### src/rtl/spi_frame_ctrl_pkg.sv
// Shared constants for the SPI frame controller: register map, command-byte
// layout, FSM encoding and the command validity check.
package spi_frame_ctrl_pkg;

  localparam int REG_R      = 0;
  localparam int REG_G      = 1;
  localparam int REG_B      = 2;
  localparam int REG_W      = 3;
  localparam int REG_MODE   = 4;
  localparam int REG_BRIGHT = 5;

  localparam logic [3:0] SYNC_DEFAULT = 4'b0101;

  localparam int CMD_WRITE_BIT = 7;
  localparam int CMD_SYNC_MSB  = 6;
  localparam int CMD_SYNC_LSB  = 3;
  localparam int CMD_IDX_MSB   = 2;
  localparam int CMD_IDX_LSB   = 0;

  localparam logic [2:0] ST_IDLE   = 3'd0;
  localparam logic [2:0] ST_CMD    = 3'd1;
  localparam logic [2:0] ST_DATA   = 3'd2;
  localparam logic [2:0] ST_DRAIN  = 3'd3;
  localparam logic [2:0] ST_COMMIT = 3'd4;

  // A command is accepted only as a write with matching sync and an in-range index.
  function automatic logic cmd_ok(input logic [7:0] cmd, input logic [3:0] sync,
                                  input int num_regs);
    cmd_ok = cmd[CMD_WRITE_BIT]
          && (cmd[CMD_SYNC_MSB:CMD_SYNC_LSB] == sync)
          && (32'(cmd[CMD_IDX_MSB:CMD_IDX_LSB]) < 32'(num_regs));
  endfunction

endpackage

### src/rtl/spi_frame_ctrl_regfile.sv
// Shadow and live configuration registers; the shadow collects a frame's
// writes and is copied into the live set in a single cycle on commit.
module cfg_regfile
  import spi_frame_ctrl_pkg::*;
#(
  parameter int NUM_REGS = 6
) (
  input  logic                  clk,
  input  logic                  reset,
  input  logic                  we,
  input  logic [2:0]            addr,
  input  logic [7:0]            wdata,
  input  logic                  load_shadow,
  input  logic                  commit,
  output logic [8*NUM_REGS-1:0] cfg_bus
);

  logic [7:0] shadow_r [NUM_REGS];
  logic [7:0] live_r   [NUM_REGS];

  // Shadow tracks live at frame start, then takes byte writes; live moves only on commit.
  always_ff @(posedge clk) begin
    if (reset) begin
      for (int k = 0; k < NUM_REGS; k++) begin
        shadow_r[k] <= 8'd0;
        live_r[k]   <= 8'd0;
      end
    end else begin
      for (int k = 0; k < NUM_REGS; k++) begin
        if (load_shadow) begin
          shadow_r[k] <= live_r[k];
        end else if (we && (addr == 3'(k))) begin
          shadow_r[k] <= wdata;
        end else begin
          shadow_r[k] <= shadow_r[k];
        end
        if (commit) begin
          live_r[k] <= shadow_r[k];
        end else begin
          live_r[k] <= live_r[k];
        end
      end
    end
  end

  // Flatten the live registers onto the bus, reg k in byte lane k.
  always_comb begin
    cfg_bus = '0;
    for (int k = 0; k < NUM_REGS; k++) begin
      cfg_bus[8*k +: 8] = live_r[k];
    end
  end

endmodule

### src/rtl/spi_frame_ctrl.sv
// Frame-level SPI controller: parses a command byte plus data bytes per
// chip-select frame and commits them atomically to the live register bus.
module spi_frame_ctrl
  import spi_frame_ctrl_pkg::*;
#(
  parameter int         NUM_REGS = 6,
  parameter logic [3:0] SYNC     = SYNC_DEFAULT
) (
  input  logic                  clk,
  input  logic                  reset,
  input  logic                  cs_n,
  input  logic                  byte_valid,
  input  logic [7:0]            byte_data,
  output logic [8*NUM_REGS-1:0] cfg_bus,
  output logic                  cfg_update,
  output logic                  frame_err,
  output logic                  busy
);

  localparam logic [2:0] LAST_PTR = 3'(NUM_REGS - 1);

  logic [2:0] state_r;
  logic [2:0] state_s;
  logic [2:0] ptr_r;
  logic [2:0] ptr_s;
  logic [7:0] cnt_r;
  logic [7:0] cnt_s;
  logic [7:0] cnt_inc_s;
  logic       we_s;
  logic       load_s;
  logic       commit_s;
  logic       err_s;

  // Next-state logic; in DATA the byte is counted before the close rule looks at cnt.
  always_comb begin
    state_s   = state_r;
    ptr_s     = ptr_r;
    cnt_s     = cnt_r;
    we_s      = 1'b0;
    load_s    = 1'b0;
    commit_s  = 1'b0;
    err_s     = 1'b0;
    cnt_inc_s = (cnt_r == 8'hFF) ? 8'hFF : cnt_r + 8'd1;
    case (state_r)
      ST_IDLE: begin
        if (!cs_n) begin
          state_s = ST_CMD;
          load_s  = 1'b1;
        end else begin
          state_s = ST_IDLE;
        end
      end
      ST_CMD: begin
        if (byte_valid) begin
          if (cmd_ok(byte_data, SYNC, NUM_REGS)) begin
            state_s = ST_DATA;
            ptr_s   = byte_data[CMD_IDX_MSB:CMD_IDX_LSB];
            cnt_s   = 8'd0;
          end else begin
            state_s = ST_DRAIN;
            err_s   = 1'b1;
          end
        end else if (cs_n) begin
          state_s = ST_IDLE;
        end else begin
          state_s = ST_CMD;
        end
      end
      ST_DATA: begin
        if (byte_valid) begin
          we_s  = 1'b1;
          ptr_s = (ptr_r == LAST_PTR) ? 3'd0 : ptr_r + 3'd1;
          cnt_s = cnt_inc_s;
        end else begin
          we_s  = 1'b0;
        end
        if (cs_n) begin
          state_s = (cnt_s != 8'd0) ? ST_COMMIT : ST_IDLE;
        end else begin
          state_s = ST_DATA;
        end
      end
      ST_DRAIN: begin
        if (cs_n) begin
          state_s = ST_IDLE;
        end else begin
          state_s = ST_DRAIN;
        end
      end
      ST_COMMIT: begin
        commit_s = 1'b1;
        state_s  = ST_IDLE;
      end
      default: begin
        state_s = ST_IDLE;
      end
    endcase
  end

  // State, pointer, counter and the registered status outputs.
  always_ff @(posedge clk) begin
    if (reset) begin
      state_r    <= ST_IDLE;
      ptr_r      <= 3'd0;
      cnt_r      <= 8'd0;
      cfg_update <= 1'b0;
      frame_err  <= 1'b0;
      busy       <= 1'b0;
    end else begin
      state_r    <= state_s;
      ptr_r      <= ptr_s;
      cnt_r      <= cnt_s;
      cfg_update <= commit_s;
      frame_err  <= err_s;
      busy       <= (state_s != ST_IDLE);
    end
  end

  cfg_regfile #(
    .NUM_REGS (NUM_REGS)
  ) u_regfile (
    .clk         (clk),
    .reset       (reset),
    .we          (we_s),
    .addr        (ptr_r),
    .wdata       (byte_data),
    .load_shadow (load_s),
    .commit      (commit_s),
    .cfg_bus     (cfg_bus)
  );

endmodule

### config.mk
export PLATFORM = sky130hd
export DESIGN_NAME = spi_frame_ctrl
export DESIGN_NICKNAME = d
export VERILOG_FILES = /design/src/rtl/spi_frame_ctrl_pkg.sv /design/src/rtl/spi_frame_ctrl_regfile.sv /design/src/rtl/spi_frame_ctrl.sv
export SDC_FILE = /design/constraint.sdc
export NUM_CORES = 1
export LEC_CHECK = 0
export CAP_MARGIN = 15
export CORE_MARGIN = 5
export CORE_UTILIZATION = 25
export CTS_CLUSTER_DIAMETER = 150
export DETAILED_ROUTE_END_ITERATION = 7
export PLACE_DENSITY = 0.44
export SYNTH_ARGS = -nofsm -noshare
export SYNTH_HDL_FRONTEND = slang
export SYNTH_SLANG_ARGS = --single-unit
### constraint.sdc
create_clock -name clk -period 2.95 [get_ports clk]
set_input_delay 0.4425 -clock clk [delete_from_list [all_inputs] [get_ports clk]]
set_output_delay 0.4425 -clock clk [all_outputs]
set_load 0.02 [all_outputs]
==> results.tsv, run 1 <==
metric	value	unit
DIE HEIGHT	153	um
Critical Path AT	2410	ps
DRT iter0 DRCs	140	
I/O pins	63	
Num CTS Buffers	17	
clock tree buffer depth	2	
Final setup viols	0	
synthesized netlist cell count	397	
GRT Residual Overflow	0	
WP data required	3110	ps
CP max-delay cell	or4_1	
Seq/Total Area, Yosys	0.631	
# resized after CTS	0	
nets@finish	495	
Crit. End Element	flop	
port bufs	62	
Critical Path End	u_regfile.shadow_r[2][6]$_SDFFCE_PN0P_	
clk_skew	8.26	ps
Final Cell Area	0.00678	sq mm
Worst path max stage delay	740	ps
FMAX	444	MHz
area of the mapped netlist	0.00511	sq mm
DR vias/cell	4.38	
reg2reg end	u_regfile.shadow_r[2][6]$_SDFFCE_PN0P_	
DP Area	0.00615	sq mm
WL per Instance	16.7	um
sequential share of power	0.425	
synthesis-to-layout area growth	32.7	%
max cap viols	0	
Ant. Diodes	0	
Final Critical Period	2250	ps
Clock power frac	0.490	
TritonCTS Sinks	113	
status	finished, final reports clean	
combinational power share	0.086	
H-tree Lvls	4	
Vias	3350	
worst slew pin tran	782	ps
relative slew slack	0.477	
cell depth of the worst setup path	5	
hold buffer count at cts	0	
root buffer cell	clkbuf_16	
Tightest Hold Check Type	flop to flop	
CP Class	flop to flop	
Slew Limit Fails	0	
ys async rst share	0	
post-route setup TNS	0	ps
Critical path buffers and inverters	0	
VDD IR max	390	uV
Avg Inst Size Synth	12.9	sq um
Static Leak	2.57	nW
Starting Density	0.253	
Total GRT Usage	0.112	
Cell variety after synth	49	
Clk pin slew, worst setup/hold paths	50	ps
unrepaired setup endpoints after global routing	false	
core footprint	0.0202	sq mm
vias in the first global route	3370	
worst r2r src	state_r[1]$_SDFF_PP0_	
Layout fillers	2021	
top_reg_cell synth	edfxtp_1	
pin count of the biggest net entering global routing	53	
row count	52	
initial antenna violation count	0	
die width	153	um
fraction of layout cells with a size suffix above 1	0.162	
CP Launch Type	flop	
Worst-Skew Late Latency	420	ps
global-route wire length before repair	20.1	mm
die area	0.0234	sq mm
clock tree from TritonCTS	yes	
crit path max fanout	8	
syn nets	411	
sw power	0.969	mW
drt total wl	12.8	mm
Switching Share	0.216	
Reg2Reg Depth	5	
post-route ant nets	0	
P_int	3.51	mW
Yosys reg bits	113	
CP top delay family	simple AND/OR/NAND/NOR gates	
DRC	0	
RePlAce Congestion	0.808	
Critical path origin	state_r[1]$_SDFF_PP0_	
fin crit share	0.763	
Setup Buffers After CTS	0	
Reg2Reg Setup Slack	700	ps
PwrDens	661	mW/mm^2
critical path cell sequence	nand2b_4, nor2_4, nand3_1, or4_1, mux2_4	
dpl hpwl	8.69	mm
final hold vios	0	
DR pass1 iterations	4	
Synthesis Warnings	0	
number of synthesized flops with an enable pin	96	
flip-flops by register name (all words and copies together), names as in the netlist:
name and flops:
busy 1, u_regfile.live_r 48, frame_err 1, ptr_r 3, u_regfile.shadow_r 48, state_r 3
cfg_update 1, cnt_r 8
cell usage in the layout, fill, tap and decap left out, types with 11 or more instances in the layout:
cell type	n
a21oi_1	15
nor2b_1	67
o21ai_0	11
nand2_1	17
nor2_1	31
edfxtp_1	96
buf_4	20
clkdlybuf4s50_1	61
mux2i_1	18
dfxtp_1	17
clkbuf_16	17
mux2_2	15
kinds of logic (layout without fill, tap and decap cells):
family	Yosys count	after routing	share of synthesized area
simple gates	163	163	0.181
flops	113	113	0.631
compound gates	56	56	0.0745
mux	40	40	0.0889
buf+inv	23	120	0.0194
fa+ha+maj	2	2	0.00490
routing by layer:
layer | track usage | share of wire | routed length [um] | vias up
met3 | 0.0393 | 0.046 | 589 | 19
li1 | - | - | - | 1632
met2 | 0.172 | 0.47 | 5960 | 72
met4 | 0.0386 | 0.014 | 185 | 0
met1 | 0.146 | 0.47 | 6050 | 1627
met5 | 0 | 0 | 0 | -
cells in the mapped netlist, drive strengths merged, types with 5 or more instances:
cell type / instances / area (sq um)
dfxtp: 17 / 340
and2: 9 / 56.3
buf: 5 / 31.3
nor3: 5 / 30.0
nand2b: 8 / 57.6
nor2: 32 / 128
nor2b: 67 / 419
edfxtp: 96 / 2880
mux2i: 18 / 180
a21oi: 15 / 75.1
nand3: 7 / 45.0
clkbuf: 13 / 48.8
inv: 5 / 18.8
o21ai: 11 / 55.1
mux2: 22 / 274
a22o: 9 / 78.8
nand2: 17 / 63.8
power by group through the flow:
stage | Sequential [mW] | Combinational [mW] | Clock (mW)
2_1_floorplan | 1.98 | 0.150 | 0
3_3_place_gp | 1.93 | 0.389 | 0
3_5_place_dp | 1.94 | 0.390 | 0
4_1_cts | 1.91 | 0.393 | 2.23
5_1_grt | 1.91 | 0.415 | 2.31
6_report | 1.90 | 0.385 | 2.19
how the worst min path moves through the flow:
stage                     cells after the start  slack (ps)                                endpoint                                from
after global routing                          1         540    u_regfile.live_r[5][7]$_SDFFCE_PN0P_  u_regfile.shadow_r[5][7]$_DFFE_PP_
after floorplan                               1         490                   cnt_r[1]$_SDFFE_PP0P_               cnt_r[1]$_SDFFE_PP0P_
after detailed placement                      1         510    u_regfile.live_r[5][2]$_SDFFCE_PN0P_  u_regfile.shadow_r[5][2]$_DFFE_PP_
final                                         1         520    u_regfile.live_r[5][0]$_SDFFCE_PN0P_  u_regfile.shadow_r[5][0]$_DFFE_PP_
after CTS                                     2         510  u_regfile.shadow_r[3][0]$_SDFFCE_PN0P_                               reset
after global placement                        1         500    u_regfile.live_r[5][7]$_SDFFCE_PN0P_  u_regfile.shadow_r[5][7]$_DFFE_PP_
stage by stage:
step	hold slack, ps	setup WS, ps	utilization	cells	power (mW)
global placement	504	317	0.305	732	2.32
floorplan	489	113	-	397	2.13
global route	536	589	0.336	764	4.64
CTS	510	700	0.336	764	4.53
detailed placement	508	286	0.305	732	2.33
finish	518	699	0.336	764	4.48
area by class of cell:
type	instances	area, sq um	area share
multi-input combinational	261	1790	0.264
tap	270	338	0.0499
sequential	113	3220	0.476
clock buffer	19	433	0.0639
clock inverter	13	191	0.0282
timing repair buffer	83	786	0.116
inverter	5	18.8	0.00277
Note: power is estimated with default switching activity, not from simulation.
==> inputs of run 2 (changes only) <==
==> constraint.sdc (replaced) <==
create_clock -name clk -period 1.8 [get_ports clk]
set_input_delay 0.27 -clock clk [delete_from_list [all_inputs] [get_ports clk]]
set_output_delay 0.27 -clock clk [all_outputs]
set_load 0.02 [all_outputs]
==> results.tsv, run 2 (same netlist as run 1, synthesis figures left out) <==
metric	value	unit	change
Tightest Hold Check Type	primary input to flop		
TritonCTS Sinks	113		unchanged
Ant. Diodes	0		unchanged
biggest regs	u_regfile.live_r (48), u_regfile.shadow_r (48), cnt_r (8)		
area occupied by multi-input gates	0.00184	sq mm	+3.2%
Starting Density	0.253		unchanged
crit path max fanout	8		unchanged
Critical Path AT	2040	ps	-370 ps
FMAX	532	MHz	+20%
nets@finish	539		+8.9%
port bufs	62		unchanged
Total GRT Usage	0.114		+0.00272
met3 Resource Use GR	0.0356		-0.00368
Reg2Reg Setup Slack	-80	ps	-780 ps
Slew Limit Fails	0		unchanged
clock tree buffer depth	2		unchanged
worst slew pin tran	507	ps	-275 ps
drt total wl	13.2	mm	+2.9%
fin crit share	1.04		+0.281
Worst-Skew Late Latency	410	ps	about the same
I/O pins	63		unchanged
DIE HEIGHT	153	um	unchanged
Static Leak	2.81	nW	+9.3%
Layout fillers	1992		-1.4%
clock tree from TritonCTS	yes		
DR vias/cell	4.33		-1.2%
core footprint	0.0202	sq mm	unchanged
vias in the first global route	3589		+6.5%
Vias	3495		+4.3%
final hold vios	0		unchanged
commonest non-fill, non-tap cell in the layout	edfxtp_1		
GR Util met1	0.153		+0.00688
initial antenna violation count	0		unchanged
die area	0.0234	sq mm	unchanged
post-route ant nets	0		unchanged
grt met2 use	0.178		+0.00569
synthesis-to-layout area growth	40.7	%	
RePlAce Congestion	0.774		-4.3%
hold buffer count at cts	0		unchanged
Final setup viols	8		+8
Clock power frac	0.462		-0.028
hold_ws	140	ps	-378 ps
Final Critical Period	1880	ps	-371 ps
row count	52		unchanged
DRT iter0 DRCs	262		+87%
clk_skew	7.83	ps	-0.434 ps
sw power	1.59	mW	+65%
VDD IR max	644	uV	+65%
fraction of layout cells with a size suffix above 1	0.251		+0.0895
global-route wire length before repair	20.6	mm	+2.6%
PwrDens	992	mW/mm^2	+50%
DRC	0		unchanged
failing checks	negative setup slack		
CP Class	flop to flop		
die width	153	um	unchanged
Switching Share	0.224		+0.00745
dpl hpwl	9.33	mm	+7.4%
status	complete, but fails checks		
combinational power share	0.100		+0.014
H-tree Lvls	4		unchanged
Clk pin slew, worst setup/hold paths	50	ps	about the same
pin count of the biggest net entering global routing	35		-34%
Crit. End Element	flop		
total power	7.13	mW	+59%
most frequent cells in the layout	edfxtp_1 (96), nor2b_1 (65), clkdlybuf4s50_1 (61)		
Num CTS Buffers	17		unchanged
unrepaired setup endpoints after global routing	true		
max cap viols	0		unchanged
FF/Latch Area	0.00323	sq mm	+0.12%
root buffer cell	clkbuf_16		
WL per Instance	16.3	um	-2.6%
DR pass1 iterations	5		+1
worst setup margin	-79.7	ps	-779 ps
WP data required	1960	ps	-1150 ps
Top Usage Layer GRT	met2		
P_int	5.54	mW	+58%
sequential share of power	0.437		+0.012
CP Launch Type	flop		
relative slew slack	0.660		+0.183
GRT Residual Overflow	0		unchanged
## run 2: power groups by stage
stage,registers [mW],clock network (mW),logic (mW)
after floorplan,3.24,0,0.248
after global placement,3.17,0,0.716
after detailed placement,3.17,0,0.719
after CTS,3.12,3.38,0.726
after global routing,3.14,3.50,0.774
final,3.12,3.30,0.717
## run 2: layer usage
metal  vias up  share of wire
met5         -              0
met4         0         0.0084
met3         9          0.042
met2        69           0.47
met1      1704           0.48
li1       1713              -
## run 2: cell type report
cell class,count,share of cell area
Inverter,5,0.00261
Tap cell,270,0.0470
Clock inverter,13,0.0202
Timing Repair Buffer,127,0.165
Sequential cell,113,0.449
Clock buffer,18,0.0597
Multi-Input combinational cell,261,0.257
## run 2: per-stage QoR
stage	area, sq um	TNS [ps]	instances	utilization	setup slack, ps
finish	7180	-540	807	0.356	-79.7
global route	7180	-1710	807	0.356	-110
CTS	7140	-735	803	0.354	-111
detailed placement	6520	-29250	771	0.323	-591
global placement	6520	-29080	771	0.323	-580
floorplan	5120	-656	397	-	-74.6
## run 2: repair_timing
item | 4_1_cts | 5_1_grt
gates resized for setup | 8 | 5
gates cloned | 0 | 0
setup buffers | 1 | 5
pin swaps | 5 | 2
setup endpoints to repair | 23 | 51
## run 2: worst max-delay path, stage by stage, from the launching register on
cell,delay [ps]
dfxtp_2,320
nand2b_4,140
nor2_4,110
nand3_2,90
or4_4,620
mux2_4,340
## run 2: worst paths after layout
path,from,endpoint,cells after the start
worst max-delay path,state_r[0]$_SDFF_PP0_,u_regfile.shadow_r[2][6]$_SDFFCE_PN0P_,5
worst min-delay path,reset,ptr_r[1]$_SDFFE_PP0P_,2
worst max register to register,state_r[0]$_SDFF_PP0_,u_regfile.shadow_r[2][6]$_SDFFCE_PN0P_,5
worst min register to register,u_regfile.shadow_r[5][4]$_DFFE_PP_,u_regfile.live_r[5][4]$_SDFFCE_PN0P_,1
